--- config.mk ---
export PLATFORM = sky130hd
export DESIGN_NAME = unary_add_driver
export DESIGN_NICKNAME = d
export VERILOG_FILES = /design/src/rtl/unary_pkg.sv /design/src/rtl/unary_stream_ser.sv /design/src/rtl/unary_add_driver.sv
export SDC_FILE = /design/constraint.sdc
export NUM_CORES = 1
export LEC_CHECK = 0
export CAP_MARGIN = 20
export CORE_UTILIZATION = 50
export DETAILED_ROUTE_END_ITERATION = 8
export PLACE_DENSITY = 0.73
export SKIP_LAST_GASP = 1
export SLEW_MARGIN = 15
export SYNTH_ARGS = -nofsm -noshare
export SYNTH_HDL_FRONTEND = slang
export SYNTH_SLANG_ARGS = --single-unit
--- constraint.sdc ---
create_clock -name clk -period 3 [get_ports clk]
set_clock_uncertainty 0.1 [all_clocks]
set_input_delay 0.6 -clock clk [delete_from_list [all_inputs] [get_ports clk]]
set_output_delay 0.6 -clock clk [all_outputs]
set_load 0.02 [all_outputs]
--- src/rtl/unary_pkg.sv ---
// Shared types and constants for the unary adder driver slice.
package unary_pkg;

  localparam int UNARY_W = 6;

  // read_or_write encodings seen by the unary adder
  localparam logic PH_READ  = 1'b0;
  localparam logic PH_WRITE = 1'b1;

  typedef enum logic [1:0] {
    IDLE  = 2'd0,
    READ  = 2'd1,
    WRITE = 2'd2,
    DONE  = 2'd3
  } state_t;

endpackage

--- src/rtl/unary_stream_ser.sv ---
// Binary-to-unary serializer: after a start pulse the registered stream is
// high for exactly `value` consecutive cycles, then low until the next start.
module unary_stream_ser #(
  parameter int W = 6
) (
  input  logic         clk,
  input  logic         rst,
  input  logic         start,
  input  logic [W-1:0] value,
  output logic         stream
);

  logic [W-1:0] rem;

  // Down-counter of ones still to emit after the current cycle.
  always_ff @(posedge clk) begin
    if (rst) begin
      rem    <= '0;
      stream <= 1'b0;
    end else if (start) begin
      stream <= (value != '0);
      rem    <= (value != '0) ? value - W'(1) : '0;
    end else if (rem != '0) begin
      stream <= 1'b1;
      rem    <= rem - W'(1);
    end else begin
      stream <= 1'b0;
    end
  end

endmodule

--- src/rtl/unary_add_driver.sv ---
// Unary adder initiator: serializes two binary operands into aligned unary
// streams, switches the adder to its emit phase, counts the returned ones and
// hands back the binary sum with an overflow flag.
//
//   state | meaning
//   IDLE  | waiting for an operand pair, adder disabled
//   READ  | streaming max(a,b) cycles of A/B into the adder
//   WRITE | w0 lets the adder see the phase change, w1.. count dout ones
//   DONE  | result held on res_* until res_ready
module unary_add_driver
  import unary_pkg::*;
#(
  parameter int W = UNARY_W
) (
  input  logic         clk,
  input  logic         rst,
  input  logic         op_valid,
  output logic         op_ready,
  input  logic [W-1:0] op_a,
  input  logic [W-1:0] op_b,
  output logic         en,
  output logic         A,
  output logic         B,
  output logic         read_or_write,
  input  logic         dout,
  input  logic         C,
  output logic         res_valid,
  input  logic         res_ready,
  output logic [W-1:0] res_sum,
  output logic         res_ovf
);

  state_t       state;
  logic [W-1:0] rd_rem;
  logic [W-1:0] ones;
  logic         ovf;
  logic         first_w;
  logic         accept;
  logic [W-1:0] len;

  assign op_ready = (state == IDLE);
  assign accept   = op_valid && op_ready;
  assign len      = (op_a > op_b) ? op_a : op_b;

  // Both serializers load on the accept edge so their ones start together.
  unary_stream_ser #(.W(W)) u_ser_a (
    .clk    (clk),
    .rst    (rst),
    .start  (accept),
    .value  (op_a),
    .stream (A)
  );

  unary_stream_ser #(.W(W)) u_ser_b (
    .clk    (clk),
    .rst    (rst),
    .start  (accept),
    .value  (op_b),
    .stream (B)
  );

  // Control FSM with registered adder controls, ones counter and ovf sticky.
  always_ff @(posedge clk) begin
    if (rst) begin
      state         <= IDLE;
      en            <= 1'b0;
      read_or_write <= PH_READ;
      res_valid     <= 1'b0;
      res_sum       <= '0;
      res_ovf       <= 1'b0;
      rd_rem        <= '0;
      ones          <= '0;
      ovf           <= 1'b0;
      first_w       <= 1'b0;
    end else begin
      case (state)
        IDLE: begin
          if (accept) begin
            ones <= '0;
            ovf  <= 1'b0;
            en   <= 1'b1;
            if (len != '0) begin
              state         <= READ;
              rd_rem        <= len - W'(1);
              read_or_write <= PH_READ;
            end else begin
              state         <= WRITE;
              read_or_write <= PH_WRITE;
              first_w       <= 1'b1;
            end
          end
        end
        READ: begin
          ovf <= ovf | C;
          if (rd_rem == '0) begin
            state         <= WRITE;
            read_or_write <= PH_WRITE;
            first_w       <= 1'b1;
          end else begin
            rd_rem <= rd_rem - W'(1);
          end
        end
        WRITE: begin
          if (first_w) begin
            // C still carries the flag from the last read edge here.
            ovf     <= ovf | C;
            first_w <= 1'b0;
          end else if (dout) begin
            ones <= ones + W'(1);
          end else begin
            state         <= DONE;
            en            <= 1'b0;
            read_or_write <= PH_READ;
            res_valid     <= 1'b1;
            res_sum       <= ones;
            res_ovf       <= ovf;
          end
        end
        DONE: begin
          if (res_ready) begin
            res_valid <= 1'b0;
            state     <= IDLE;
          end
        end
        default: state <= IDLE;
      endcase
    end
  end

endmodule

* Word-level counts from Yosys, hierarchy flattened *
Cells that the tools add are included.

storage, ports and cells
  flip-flop bits (word level) = 40
  input bits = 18
  word-level logic and storage cells = 105
  output and inout port bits = 13

operators by class
  eq/ne operators = 13
  bitwise gates (word level) = 3
  add/subtract/negate cells = 7
  reductions and logical operators = 23
  magnitude comparators = 1
  mux-type cells = 44

operators with widths
  operator                                          number
  two-way mux 6 bit                                 13
  subtractor 6 x 1 -> 6 bit, second input constant  6
  nonzero test 6 bit                                5
  one-hot mux 6 bit (2 select lines)                2
  AND reduction 4 bit                               5
  two-way mux 1 bit                                 17
  != test 2 bit, second input constant              8
  two-way mux 2 bit                                 6
  AND reduction 5 bit                               2
  nonzero test 2 bit                                5
  one-hot mux 1 bit (3 select lines)                3
  one-hot mux 2 bit (4 select lines)                1
  adder 6 x 1 -> 6 bit, second input constant       1
  > comparator 6 bit                                1
  logical NOT 6 bit                                 1
  AND reduction 3 bit                               2
  == test 2 bit, second input constant              2
  != test 2 x 1 -> 1 bit, second input constant     2
  one-hot mux 1 bit (2 select lines)                2
  nonzero test 3 bit                                1
  == test 2 x 1 -> 1 bit, second input constant     1
  logical NOT 2 bit                                 1
  inverter 1 bit                                    2
  logical AND 1 bit                                 1
  OR 1 bit                                          1

* Longest topological paths before layout *
  depth in word-level cells = 6
  mapped depth = 12
  gate-level depth less buffers = 11

* By module *
Synthesis repeated with hierarchy kept, for this count alone.

unflattened totals
  cells, all modules = 310
  area total of the unflattened synthesis = 2702.6 sq um

by module, submodules not included
  module            instances  area each (sq um)  seq. area each (sq um)  cells each
  unary_add_driver  1          1719.1             520.5                   202
  unary_stream_ser  2          491.7              140.1                   54

* Least setup slack after synthesis *
Ideal clock, no wire load.

  path type = input-to-reg
  start point = input op_b[3]
  end point = register rd_rem[4]
  buffers on the path = 0
  setup time = 0.086 ns
  stages on the path = 11
  required time = 2.814 ns
  path slack = 0.135 ns
  arrival = 2.680 ns
  cells stage by stage = inv_1 ha_1 a211oi_2 nor2_2 o311a_2 a211oi_2 inv_1 ha_1 nor3b_1 xor2_1 a211oi_1

on the way
  longest elaborated chain between the ends = 6
  elaborated cells on any way between the ends = 9
  classes of those cells = 1 x add/sub; 1 x order compare; 1 x eq/ne; 4 x mux; 2 x reduce/logical

ends and longest elaborated chain
  item                                line                     RTL
  start: declaration                  unary_add_driver.sv:20   input logic [W-1:0] op_b,
  > comparator 6 bit                  unary_add_driver.sv:43   assign len = (op_a > op_b) ? op_a : op_b;
  two-way mux 6 bit *                 unary_add_driver.sv:43
  subtractor 6 x 1 -> 6 bit           unary_add_driver.sv:84   rd_rem <= len - W'(1);
  two-way mux 6 bit                   unary_add_driver.sv:82   if (len != '0) begin
  two-way mux 6 bit                   unary_add_driver.sv:78   if (accept) begin
  one-hot mux 6 bit (2 select lines)  unary_add_driver.sv:76   case (state)
  end signal: assignment              unary_add_driver.sv:84
  end signal: assignment              unary_add_driver.sv:100  rd_rem <= rd_rem - W'(1);
  end: declaration                    unary_add_driver.sv:34   logic [W-1:0] rd_rem;

Mark *: on every way between the ends. The rest lies on a longest branch, timed or not. The select of a mux whose other input is x is not followed.
A chain may end at the register's enable or synchronous reset.

* Final worst setup path *
  start point = input op_b[5]
  end point = register rd_rem[4]

The elaborated chain is that of the path after synthesis.

==> impl_metrics.ini <==
[global_route]
grt_pass1_wl_um = 9830
grt_usage_pct = 23.5
antenna_found_initial = 0
grt_max_degree = 21
grt_pass1_vias = 2227
grt.overflow.total = 0

[final_layout]
final_area_um2 = 3360
final_cell_mix = nor2_1, dfxtp_1, buf_4
drive_gt1_share_pct = 21.0
area_growth_pct = 33.8
multi_input_area_um2 = 1700
fin_nets = 407
regArea_um2 = 801
diodes = 0
final_common_cell = nor2_1
n_fill_cell = 382

[placed_design]
place_area_um2 = 3120
gp_congestion = 0.894
portBuffers = 30
dp_hpwl_um = 4510

[route]
wl_per_cell_um = 14.1
finalWirelength_um = 6180
ant_nets = 0
vias = 2377
drtIter0Drc = 92
drt-pass1-iter-count = 4
drc = 0
viasPerCell = 5.41

[clock_network]
h-tree-depth = 2
cts.clk_slew.worst_paths_ns = 0.08
cts_made_buffers = 5
numClockSinks = 40
clockBufferDepth = 2
insertion_delay_ns = 0.29
cts_tree = built
root_buffer = clkbuf_8

[pwr]
power.internal_mw = 1.69
irDropWorstVdd_mv = 0.790
power_leakage_nw = 1.35
seq_power_share_pct = 28.3
powerDensity_nw_per_um2 = 837
swShare_pct = 40.1
clkPwrFrac_pct = 16.7
p_switching_mw = 1.13
total_power_mw = 2.81
comb_power_share_pct = 55.1

[sta]
slew_headroom_pct = 56.3
worst_slew_pin_slew_ns = 0.649
drv_slew = 0
rsz0062_at_grt = true
fin_crit_sh_pct = 98.9
setup_viol = 0
setup_tns_ns = 0
hold_ws_ns = 0.395
timing.final.hold_violations = 0
max_freq_mhz = 337
period_minus_slack_ns = 2.97

[worst_setup_path]
end_kind = register
crit_buf_inv = 3
criticalPathCategory = primary input to register
path_depth = 13
arrival_ns = 3.08
path_delay_family = buffers and inverters
r2r_start = state[1]
startpoint_type = primary input
max_stage_delay_ns = 0.52
reg2reg_slack_ns = 0.49
crit_chain = clkdlybuf4s50_1 -> inv_2 -> ha_4 -> nand4_4 -> or2_4 -> o311a_2 -> buf_4 -> nand2_1 -> nand3_1 -> ha_2 -> nor3b_2 -> xor2_1 -> a211oi_1
reg2regPathDepth = 10
critPathMaxFanout = 4
slowest_stage = clkdlybuf4s50_1
required_ns = 3.11
rr_endpoint = rd_rem[4]

[yosys]
yosysUniqueCellTypes = 48
synth_area_um2 = 2510
synth_seq_area_share_pct = 31.9
syn-instance-count = 308
synth_warnings = 0
synth_area_leaders = dfxtp_1, ha_1, nor2_1, mux2i_1, xnor2_1
yosys_register_bits = 40
synth_edf_count = 0
synth-async-reset-ratio_pct = 0
yosys.area.top_type_share_pct = 31.9
synth_ff_type = dfxtp_1
yosys.area.top_type = dfxtp_1
syn-num-nets = 344
synth_area_per_cell_um2 = 8.16

[floorplan]
core-area_um2 = 4790
pin_count = 31
die_w_um = 72.9
floorplan.initialDensity_pct = 52.5
std_cell_rows = 25
die_h_um = 72.9
fp.dieArea_um2 = 5320

[worst_hold_path]
hold_path_depth = 2
min_path_type = register to register
worstHoldEndpoint = u_ser_a.rem[1]
worstHoldStart = u_ser_a.rem[1]

[flow_run]
cap_violations = 0

[status]
status = complete, no violations
worst register-to-register path: stages (launching register included):
cell,delay (ns)
dfxtp_1,0.40
inv_1,0.08
ha_1,0.25
buf_4,0.19
or4_4,0.54
nand2b_4,0.16
nand3_1,0.09
ha_2,0.17
nor3b_2,0.17
xor2_1,0.08
a211oi_1,0.20
per-layer routing:
metal	GRT usage [%]	wire (um)	up-vias
met3	4.42	281	8
met5	0	0	-
met2	38.9	2940	53
li1	-	-	1214
met4	6.54	95	0
met1	31.3	2860	1102
cell families after synthesis:
kind of cell / synth area share (%)
AND/OR/NAND/NOR: 25.5
AO/OA/AOI/OAI: 17.4
flip-flops: 31.9
buffers and inverters: 4.88
XOR/XNOR: 6.97
adder cells (fa/ha/maj): 8.96
multiplexers: 4.43
metrics by stage:
| step | cells | setup WS (ns) | util (%) |
|---|---|---|---|
| after floorplan | 308 | 0.135 | - |
| after global placement | 430 | -0.329 | 65.3 |
| after detailed placement | 430 | -0.341 | 65.3 |
| after CTS | 438 | 0.00415 | 68.1 |
| after global routing | 439 | -0.0692 | 70.3 |
| final | 439 | 0.0323 | 70.3 |
final cells by class:
cell class	count	share of cell area, %
Multi-Input combinational cell	236	50.5
Clock buffer	6	2.45
Tap cell	67	2.49
Clock inverter	2	1.15
Sequential cell	40	23.8
Inverter	21	2.34
Timing Repair Buffer	67	17.3
power by group through the flow:
| stage | Sequential [mW] | Combinational (mW) | Clock (mW) |
|---|---|---|---|
| after floorplan | 0.805 | 1.03 | 0 |
| after global placement | 0.801 | 1.42 | 0 |
| after detailed placement | 0.808 | 1.44 | 0 |
| after CTS | 0.795 | 1.47 | 0.476 |
| after global routing | 0.815 | 1.71 | 0.502 |
| final | 0.796 | 1.55 | 0.470 |
registers in the layout (all words and copies together) (netlist names):
signal and count:
state 2, rd_rem 6, u_ser_b.rem 6, u_ser_a.stream 1, u_ser_a.rem 6, en 1
res_sum 6, first_w 1, ovf 1, ones 6, res_valid 1, res_ovf 1
u_ser_b.stream 1, read_or_write 1
timing repair:
item	in CTS	in global routing
pin swaps	3	3
resized for setup	4	21
endpoints found under the setup margin	6	9
hold buffers	0	0
buffers inserted	0	1
worst max-delay path by stage:
| stage | start | end | slack (ns) |
|---|---|---|---|
| after floorplan | op_b[3] | rd_rem[4] | 0.13 |
| after global placement | op_b[5] | rd_rem[0] | -0.33 |
| after detailed placement | op_b[3] | rd_rem[4] | -0.34 |
| after CTS | op_b[5] | rd_rem[4] | 0.004 |
| after global routing | op_b[2] | rd_rem[4] | -0.07 |
| final | op_b[5] | rd_rem[4] | 0.03 |
synthesized netlist by cell type, types with 5 or more instances:
| master | count |
|---|---|
| a211oi_1 | 11 |
| a211oi_2 | 5 |
| a21oi_1 | 19 |
| clkbuf_1 | 9 |
| dfxtp_1 | 40 |
| ha_1 | 18 |
| inv_1 | 20 |
| mux2i_1 | 10 |
| nand2_1 | 18 |
| nand2b_1 | 10 |
| nand3_1 | 5 |
| nor2_1 | 45 |
| nor3_1 | 15 |
| nor4_1 | 10 |
| o21ai_0 | 7 |
| xnor2_1 | 11 |
| xor2_1 | 9 |
Power figures use the tool's default switching activity.
==> RTL edit (same flow settings) <==
Put one more register stage on the output `res_ovf`, without a reset. The value now appears one clock later. The other outputs are not delayed to match.
--- a/src/rtl/unary_add_driver.sv
+++ b/src/rtl/unary_add_driver.sv
@@ -29,6 +29,8 @@
   output logic [W-1:0] res_sum,
   output logic         res_ovf
 );
+
+  logic res_ovf_s0;
 
   state_t       state;
   logic [W-1:0] rd_rem;
@@ -67,7 +69,7 @@
       read_or_write <= PH_READ;
       res_valid     <= 1'b0;
       res_sum       <= '0;
-      res_ovf       <= 1'b0;
+      res_ovf_s0    <= 1'b0;
       rd_rem        <= '0;
       ones          <= '0;
       ovf           <= 1'b0;
@@ -113,7 +115,7 @@
             read_or_write <= PH_READ;
             res_valid     <= 1'b1;
             res_sum       <= ones;
-            res_ovf       <= ovf;
+            res_ovf_s0    <= ovf;
           end
         end
         DONE: begin
@@ -127,5 +129,9 @@
     end
   end
 
+  always_ff @(posedge clk) begin
+    res_ovf <= res_ovf_s0;
+  end
+
 endmodule
 
Formal check against the unedited RTL: not equivalent (Yosys sat finds a counterexample within 4 cycles, from zero or initial values and one cycle with rst high).
==> RTL edit against the unedited design <==
Worst setup slack worse by 0.032 ns; core utilization up 2.1 points; via count up 4.8%; critical path depth down 3; wire length up 5.9%; power up 5.9%; area after synthesis up 2.4%; design area up 4.3%; sequential cell count up 1; critical path type unchanged.
==> RTL edit: results (changes against the unedited design) <==
Status
  – Status: complete, no violations (unchanged)

Place
  – Place WS: -0.389 ns (was -0.341 ns)
  – Port bufs: 30 (unchanged)
  – DP HPWL: 4.71 mm (was 4.51 mm)
  – Cell Area, Placed: 3210 sq um (was 3120 sq um)
  – DP Cell Count: 440 (was 430)
  – Final Wtd Congestion: 0.859 (was 0.894)

Pwr
  – Switching power: 1.19 mW (was 1.13 mW)
  – Pleak: 1.43 nW (was 1.35 nW)
  – Worst VDD drop: 630 uV (was 790 uV)

Clocking
  – Clk_lat worst skew: ~0.30 ns
  – Clk buf depth: 2 (unchanged)
  – Worst-path clk slew: 0.08 ns (about the same)
  – CTS Root Cell: clkbuf_8 (unchanged)
  – H-tree levels: 2 (unchanged)
  – Num CTS Buffers: 5 (unchanged)

Finish
  – Antenna cells: 0 (unchanged)
  – Fin nets: 418 (was 407)
  – Layout cells sized above 1: 22.5% (was 21.0%)
  – Final Util: 72.4% (was 70.3%)
  – FILL cells: 373 (was 382)

Global route
  – Initial antenna violation count: 0 (unchanged)
  – Global-route wire length before repair: 10.2 mm (was 9.83 mm)
  – Gr usage total: 24.3% (was 23.5%)
  – Vias in the first global route: 2273 (was 2227)
  – Pin count of the biggest net entering global routing: 20 (was 21)

Logic synthesis
  – Top FF cell, synth: dfxtp_1 (unchanged)
  – Post-synthesis sequential area ratio: 31.9% (about the same)
  – Most area-consuming cells after synthesis: dfxtp_1 (32%), ha_1 (8.8%), nor2_1 (8.3%) (was dfxtp_1 (32%), ha_1 (9.0%), nor2_1 (6.7%))
  – Number of distinct library cells after synthesis: 49 (was 48)
  – Syn Inst Count: 313 (was 308)
  – Syn nets: 349 (was 344)
  – Top post-synthesis cells by count: nor2_1 (57), dfxtp_1 (41), inv_1 (22), a21oi_1 (21), ha_1 (18) (was nor2_1 (45), dfxtp_1 (40), inv_1 (20), a21oi_1 (19))
  – Async SR Flop Fraction: 0% (unchanged)
  – Yosys warns: 0 (unchanged)

Min path
  – Min-delay src: res_ovf_s0 (was u_ser_a.rem[1])
  – Hold Crit Class: reg -> reg (unchanged)
  – Hold EP: res_ovf (was u_ser_a.rem[1])
  – Hold path cells: 0 (was 2)

STA
  – Final hold slack: 0.256 ns (was 0.395 ns)
  – Worst slew margin: 65.7% (was 56.3%)

Critical path
  – Reg2reg setup slack: 0.54 ns (was 0.49 ns)
  – Max stage delay on crit path: just over 0.5 ns
  – Delay-heaviest family, CP: compound AO/OA/AOI/OAI gates (was buffers and inverters)
  – Reg2Reg Launch Point: state[1] (unchanged)
  – Slowest library cell on the worst path: clkdlybuf4s50_1 (unchanged)
  – Reg2Reg Depth: 10 (unchanged)
  – Worst-path maximum fanout: 6 (was 4)
  – Capturing point of the worst reg2reg path: rd_rem[3] (was rd_rem[4])
  – Critical Path AT: 3.11 ns (was 3.08 ns)

Drt
  – Drt first pass iters: 4 (unchanged)
  – Routed length per instance: 14.5 um (was 14.1 um)
  – Total wire length: 6.54 mm (was 6.18 mm)
  – Detailed Route Iter0 Violations: 128 (was 92)
  – Routed via count: 2490 (was 2377)
RTL edit: cell count changes after synthesis, moves of 3 or more:
cell      unedited run  this run
xnor2_1             11        14
nor2_1              45        57
clkbuf_1             9         5
buf_1                0         4
nor4_1              10         6
RTL edit: worst max path at each step:
stage	start	endpoint	slack, ns	cells after the start
2_1_floorplan	op_b[4]	rd_rem[4]	0.07	12
3_3_place_gp	op_b[3]	rd_rem[4]	-0.30	12
3_5_place_dp	op_b[3]	rd_rem[4]	-0.39	12
4_1_cts	op_b[3]	rd_rem[3]	0.01	12
5_1_grt	op_b[5]	rd_rem[4]	-0.04	13
6_report	op_b[3]	rd_rem[5]	0.0008	10
RTL edit: worst reg2reg max path, cell delays in order, from the launching register on:
cell and delay [ns]:
dfxtp_1 0.39, inv_1 0.08, ha_1 0.28, inv_1 0.29, o311a_4 0.27, buf_4 0.16, nand2_2 0.07, buf_4 0.14
a311oi_4 0.31, xnor2_1 0.18, a211oi_2 0.08
RTL edit: timing repair:
action / CTS / global route
buffers inserted: 0 / 1
pin swaps: 0 / 9
endpoints found under the setup margin: 2 / 9
gates cloned: 0 / 1
gates resized for setup: 3 / 25
RTL edit: logic make-up after synthesis:
family	after synthesis	share of synthesized area (%)
AO/OA/AOI/OAI	61	18.3
XOR/XNOR	21	7.15
adder cells (fa/ha/maj)	18	8.75
buffers and inverters	33	5.40
flip-flops	41	31.9
multiplexers	11	4.47
AND/OR/NAND/NOR	128	24.1
RTL edit: cell type report:
type                       count  area share [%]
clock buffer                   5            1.96
clock inverter                 3            1.96
inverter                      22            2.35
multi-input combinational    240            50.2
sequential                    41            23.4
tap                           67            2.39
timing repair buffer          72            17.8
RTL edit: power by group through the flow:
stage / logic (mW) / clock network [mW] / registers (mW)
final: 1.64 / 0.542 / 0.798
after global routing: 1.81 / 0.578 / 0.818
after CTS: 1.52 / 0.554 / 0.795
after detailed placement: 1.50 / 0 / 0.806
after global placement: 1.47 / 0 / 0.802
after floorplan: 1.09 / 0 / 0.807
RTL edit: layer usage:
metal / part of all wire (%) / up-vias / track usage, %
li1: - / 1244 / -
met1: 48 / 1178 / 33.1
met2: 46 / 60 / 38.3
met3: 4.1 / 8 / 5.62
met4: 1.4 / 0 / 6.84
met5: 0 / - / 0
